--- config.mk ---
export PLATFORM = sky130hd
export DESIGN_NAME = pipe_ctrl_chain
export DESIGN_NICKNAME = d
export VERILOG_FILES = /design/src/rtl/pipe_ctrl_chain.sv
export SDC_FILE = /design/constraint.sdc
export NUM_CORES = 1
export LEC_CHECK = 0
export BUFFER_PORTS_ARGS = -buffer_cell sky130_fd_sc_hd__clkbuf_2
export CORE_ASPECT_RATIO = 0.7
export CORE_MARGIN = 5
export CORE_UTILIZATION = 30
export DETAILED_ROUTE_END_ITERATION = 10
export GPL_TIMING_DRIVEN = 1
export PLACE_DENSITY_LB_ADDON = 0.1
export SLEW_MARGIN = 40
export SYNTH_ARGS = -nofsm -noshare
export SYNTH_HDL_FRONTEND = slang
export SYNTH_SLANG_ARGS = --single-unit
--- constraint.sdc ---
create_clock -name clk_i -period 2.85 [get_ports clk_i]
set_clock_uncertainty 0.2 [all_clocks]
set_input_delay 0.285 -clock clk_i [delete_from_list [all_inputs] [get_ports clk_i]]
set_output_delay 0.285 -clock clk_i [all_outputs]
set_load 0.01 [all_outputs]
--- src/rtl/pipe_ctrl_chain.sv ---
// Generic N-stage post-decode control pipeline with stall/flush, forwarding lookup and load-use detect; 1 stage per edge, a later-stage stall freezes all earlier stages.
// Optional PIPE_CTRL_PERF_CNT_EN adds retired/bubble counters.
module pipe_ctrl_chain #(
    parameter int NUM_STAGES = 3,
    parameter int CTRL_W     = 8,
    parameter int RD_W       = 5,
    parameter int FWD_W      = $clog2(NUM_STAGES + 1)
) (
    input  logic                         clk_i,
    input  logic                         rst_i,
    input  logic                         in_valid_i,
    input  logic [CTRL_W-1:0]            in_ctrl_i,
    input  logic [RD_W-1:0]              in_rd_i,
    input  logic                         in_reg_write_i,
    input  logic                         in_mem_read_i,
    input  logic [RD_W-1:0]              rs1_i,
    input  logic [RD_W-1:0]              rs2_i,
    input  logic [NUM_STAGES-1:0]        stall_i,
    input  logic [NUM_STAGES-1:0]        flush_i,
    output logic [NUM_STAGES-1:0]        stage_valid_o,
    output logic [NUM_STAGES*CTRL_W-1:0] stage_ctrl_o,
    output logic [NUM_STAGES*RD_W-1:0]   stage_rd_o,
    output logic                         retire_o,
    output logic [RD_W-1:0]              retire_rd_o,
    output logic [FWD_W-1:0]             fwd_rs1_o,
    output logic [FWD_W-1:0]             fwd_rs2_o,
    output logic                         load_use_o
`ifdef PIPE_CTRL_PERF_CNT_EN
    ,
    output logic [31:0]                  retired_cnt_o,
    output logic [31:0]                  bubble_cnt_o
`endif
);

    logic [NUM_STAGES-1:0] r_valid;
    logic [NUM_STAGES-1:0] r_rw;
    logic [NUM_STAGES-1:0] r_mr;
    logic [CTRL_W-1:0]     r_ctrl [NUM_STAGES];
    logic [RD_W-1:0]       r_rd   [NUM_STAGES];

    logic [NUM_STAGES-1:0] w_hold;
    logic [NUM_STAGES-1:0] w_up_hold;
    logic [NUM_STAGES-1:0] w_src_valid;
    logic [NUM_STAGES-1:0] w_src_rw;
    logic [NUM_STAGES-1:0] w_src_mr;
    logic [CTRL_W-1:0]     w_src_ctrl [NUM_STAGES];
    logic [RD_W-1:0]       w_src_rd   [NUM_STAGES];
    logic                  w_load_use;

    // A stall anywhere downstream freezes this stage too.
    always_comb begin
        w_hold = '0;
        for (int k = 0; k < NUM_STAGES; k++) begin
            w_hold[k] = |(stall_i >> k);
        end
    end

    // Bit k is set when the stage feeding stage k is frozen; stage 0 has no upstream hold.
    assign w_up_hold = {w_hold[NUM_STAGES-2:0], 1'b0};

    assign w_load_use = r_valid[0] & r_mr[0] & (r_rd[0] != '0) &
                        ((r_rd[0] == rs1_i) | (r_rd[0] == rs2_i));

    assign w_src_valid = {r_valid[NUM_STAGES-2:0], in_valid_i & ~w_load_use};
    assign w_src_rw    = {r_rw[NUM_STAGES-2:0], in_reg_write_i};
    assign w_src_mr    = {r_mr[NUM_STAGES-2:0], in_mem_read_i};

    always_comb begin
        for (int k = 0; k < NUM_STAGES; k++) begin
            w_src_ctrl[k] = '0;
            w_src_rd[k]   = '0;
        end
        w_src_ctrl[0] = in_ctrl_i;
        w_src_rd[0]   = in_rd_i;
        for (int k = 1; k < NUM_STAGES; k++) begin
            w_src_ctrl[k] = r_ctrl[k-1];
            w_src_rd[k]   = r_rd[k-1];
        end
    end

    always_ff @(posedge clk_i or posedge rst_i) begin
        if (rst_i) begin
            r_valid <= '0;
            r_rw    <= '0;
            r_mr    <= '0;
            for (int k = 0; k < NUM_STAGES; k++) begin
                r_ctrl[k] <= '0;
                r_rd[k]   <= '0;
            end
        end else begin
            for (int k = 0; k < NUM_STAGES; k++) begin
                if (flush_i[k]) begin
                    r_valid[k] <= 1'b0;
                    r_rw[k]    <= 1'b0;
                    r_mr[k]    <= 1'b0;
                end else if (w_hold[k]) begin
                    r_valid[k] <= r_valid[k];
                end else if (w_up_hold[k]) begin
                    r_valid[k] <= 1'b0;
                    r_rw[k]    <= 1'b0;
                    r_mr[k]    <= 1'b0;
                end else begin
                    // Invalid entries carry cleared write/load bits so they can never gate anything.
                    r_valid[k] <= w_src_valid[k];
                    r_rw[k]    <= w_src_rw[k] & w_src_valid[k];
                    r_mr[k]    <= w_src_mr[k] & w_src_valid[k];
                    r_ctrl[k]  <= w_src_ctrl[k];
                    r_rd[k]    <= w_src_rd[k];
                end
            end
        end
    end

    always_comb begin
        stage_ctrl_o = '0;
        stage_rd_o   = '0;
        for (int k = 0; k < NUM_STAGES; k++) begin
            stage_ctrl_o[k*CTRL_W +: CTRL_W] = r_ctrl[k];
            stage_rd_o[k*RD_W +: RD_W]       = r_rd[k];
        end
    end

    // Scan oldest to youngest so the youngest match overwrites.
    always_comb begin
        fwd_rs1_o = '0;
        fwd_rs2_o = '0;
        for (int k = NUM_STAGES - 1; k >= 0; k--) begin
            if (r_valid[k] && r_rw[k] && (r_rd[k] == rs1_i) && (rs1_i != '0)) begin
                fwd_rs1_o = FWD_W'(k + 1);
            end
            if (r_valid[k] && r_rw[k] && (r_rd[k] == rs2_i) && (rs2_i != '0)) begin
                fwd_rs2_o = FWD_W'(k + 1);
            end
        end
    end

    assign stage_valid_o = r_valid;
    assign retire_o      = r_valid[NUM_STAGES-1] & r_rw[NUM_STAGES-1];
    assign retire_rd_o   = r_rd[NUM_STAGES-1];
    assign load_use_o    = w_load_use;

`ifdef PIPE_CTRL_PERF_CNT_EN
    logic [31:0] r_retired_cnt;
    logic [31:0] r_bubble_cnt;

    always_ff @(posedge clk_i or posedge rst_i) begin
        if (rst_i) begin
            r_retired_cnt <= '0;
            r_bubble_cnt  <= '0;
        end else begin
            if (retire_o) begin
                r_retired_cnt <= r_retired_cnt + 32'd1;
            end
            if (in_valid_i && (w_load_use || w_hold[0])) begin
                r_bubble_cnt <= r_bubble_cnt + 32'd1;
            end
        end
    end

    assign retired_cnt_o = r_retired_cnt;
    assign bubble_cnt_o  = r_bubble_cnt;
`endif

endmodule

==> metrics.cfg <==
[global_route]
grt_pass1_vias = 1854
gr-total-overflow = 0
antenna_found_initial = 0
grt_pass1_wl_mm = 9.81
grt_max_degree = 33
track_usage_pct = 13.0

[critical_path]
critPathKind = flip-flop to output port
crit_path_end_kind = output port
path_max_fanout = 5
required_ns = 2.37
cp.arrival_ns = 1.97
critPathLaunchType = flip-flop

[flow_run]
drv_cap = 0

[clocking]
post_cts.repair.setup_buffers = 0
clk_latency_ns = 0.30
clockBufferDepth = 2
clkSlewWorstSetupHoldPaths_ns = 0.09
cts_tree = yes
numCtsBuffers = 5
clockRootBuffer = clkbuf_8
h-tree-depth = 2
clkSinkCount = 46

[floorplan]
io_pins = 87
die_w_um = 114
start_util_pct = 31.0
rows = 26
core_mm2 = 0.00735
die_y_um = 83.0
dieArea_mm2 = 0.00948

[route]
routed_wl_mm = 5.94
dr.pass1.iters = 4
drt-wirelength-per-cell_um = 15.6
ant_nets = 0
drt_iter0_drc = 40
drc = 0
vias = 1762
post_drt_via_cell_ratio = 4.64

[yosys]
synth_ff_type = dfrtp_1
syn_inst = 187
async_flop_share_pct = 100
syn_avg_cell_area_um2 = 12.2
syn_nets = 221
yosysUniqueCellTypes = 33
ys_seq_area_share_pct = 50.4
synth-seq-cells = 46
ys_warn_count = 0
netlist_area_mm2 = 0.00228
synth_edf_count = 0

[timing]
rsz0062_at_grt = false
hold_viol_final = 0
setup_ws_ns = 0.391
slew_viol_final = 0
setup_viol = 0
fin_crit_ns = 2.46
maxSlewHeadroom_pct = 55.0
tightest_slew_ns = 0.674
fin_crit_sh_pct = 86.3
fin_tns_setup_ns = 0
fmax_mhz = 407

[layout]
stdcell_area_mm2 = 0.00295
drive_gt1_share_pct = 50.4
syn_to_final_growth_pct = 29.4
diodes = 0
final_nets = 315

[placement]
gp_congestion = 0.772
dpl_cell_area_mm2 = 0.00280
pre_cts_ws_ns = 0.727
portBuffers = 86
hpwl_mm = 4.52

[hold_path]
hold_class = input pin to flip-flop

[power_and_ir_drop]
max-vdd-ir-drop_uv = 293
total_power_uw = 2280
p_sw_uw = 804
leakagePower_uw = 0.00139
p_per_area_mw_per_mm2 = 773
p_clk_share_pct = 19.7
comb_power_share_pct = 33.2
switching_share_pct = 35.2
p_seq_share_pct = 47.1
internal-power_uw = 1480

[status]
status = finished clean

## cell usage after synthesis (all sizes together), types with 2 or more instances
master	count	area, um^2
or4	5	37.5
xor2	10	87.6
nor3	7	57.6
nand4	2	12.5
a21oi	5	25.0
a221oi	2	23.8
nor3b	2	15.0
buf	9	75.1
inv	7	26.3
nor2	10	40.0
mux2	39	439
o21ai	4	20.0
nand2	6	22.5
dfrtp	46	1150
nand3	6	30.0
xnor2	16	140
## metal layers
layer | up-vias | global-route usage [%] | wire [um]
met5 | - | 0 | 0
met4 | 0 | 3.24 | 55
met3 | 7 | 4.22 | 429
met2 | 54 | 20.1 | 2680
met1 | 857 | 17.5 | 2780
li1 | 844 | - | -
## placed cells by master, fill, tap and decap left out, types with 6 or more instances in the layout
cell,count
inv_1,6
clkbuf_8,7
clkbuf_2,86
dfrtp_1,46
xnor2_1,16
mux2_2,38
nand2_1,6
nand3_1,6
xor2_1,10
nor2_1,9
## logic make-up after synthesis
group | share of synthesized area, %
flip-flops | 50.4
AND/OR/NAND/NOR | 10.9
multiplexers | 19.2
XOR/XNOR | 9.98
AO/OA/AOI/OAI | 4.99
buffers and inverters | 4.44
## sequential cells by signal (all words and copies together), names as in the netlist
| signal | count |
|---|---|
| r_rw | 3 |
| retire_rd_o | 5 |
| stage_valid_o | 3 |
| stage_rd_o | 10 |
| stage_ctrl_o | 24 |
| r_mr | 1 |
## final timing paths
check,from,endpoint,slack (ns),depth (start not counted)
max in group asynchronous,rst_i,r_mr[0],1.44,4
max,retire_rd_o[2],fwd_rs2_o[1],0.39,6
min,flush_i[1],stage_valid_o[1],0.02,2
min in group asynchronous,rst_i,stage_ctrl_o[4],0.41,3
max reg2reg,stage_rd_o[1],r_rw[0],1.04,5
min reg2reg,stage_ctrl_o[17],stage_ctrl_o[17],0.30,1
## power groups by stage
| stage | sequential, uW | clock, uW | combinational [uW] |
|---|---|---|---|
| final | 1070 | 450 | 759 |
| after global routing | 1110 | 510 | 831 |
| after CTS | 1080 | 478 | 774 |
| after detailed placement | 1090 | 0 | 766 |
| after global placement | 1090 | 0 | 770 |
| after floorplan | 1130 | 0 | 399 |
## timing repair
item / CTS / global route
hold endpoints to repair: 33 / 2
hold buffers: 3 / 2
gates resized for setup: 0 / 0
## per-stage QoR
stage                     hold slack [ns]  util [%]  std cells
after floorplan                     0.151         -        187
after global placement              0.217      38.1        367
after detailed placement            0.221      38.1        367
after CTS                         0.00167      39.9        378
after global routing              0.00122      40.2        380
final                              0.0150      40.2        380
## critical path, cell delays in order, from the launching register on
cell and delay [ns]:
dfrtp_1 0.45, xor2_1 0.19, a221oi_2 0.18, nand3_1 0.09
or4_1 0.46, a21oi_1 0.16, clkbuf_2 0.15
## final cells by class
class | instances | area [um^2]
Clock inverter | 1 | 8.76
Tap cell | 98 | 123
Fill cell | 766 | 4400
Inverter | 7 | 26.3
Timing Repair Buffer | 96 | 518
Multi-Input combinational cell | 125 | 1030
Sequential cell | 46 | 1150
Clock buffer | 7 | 96.3
Power figures use the tool's default switching activity.
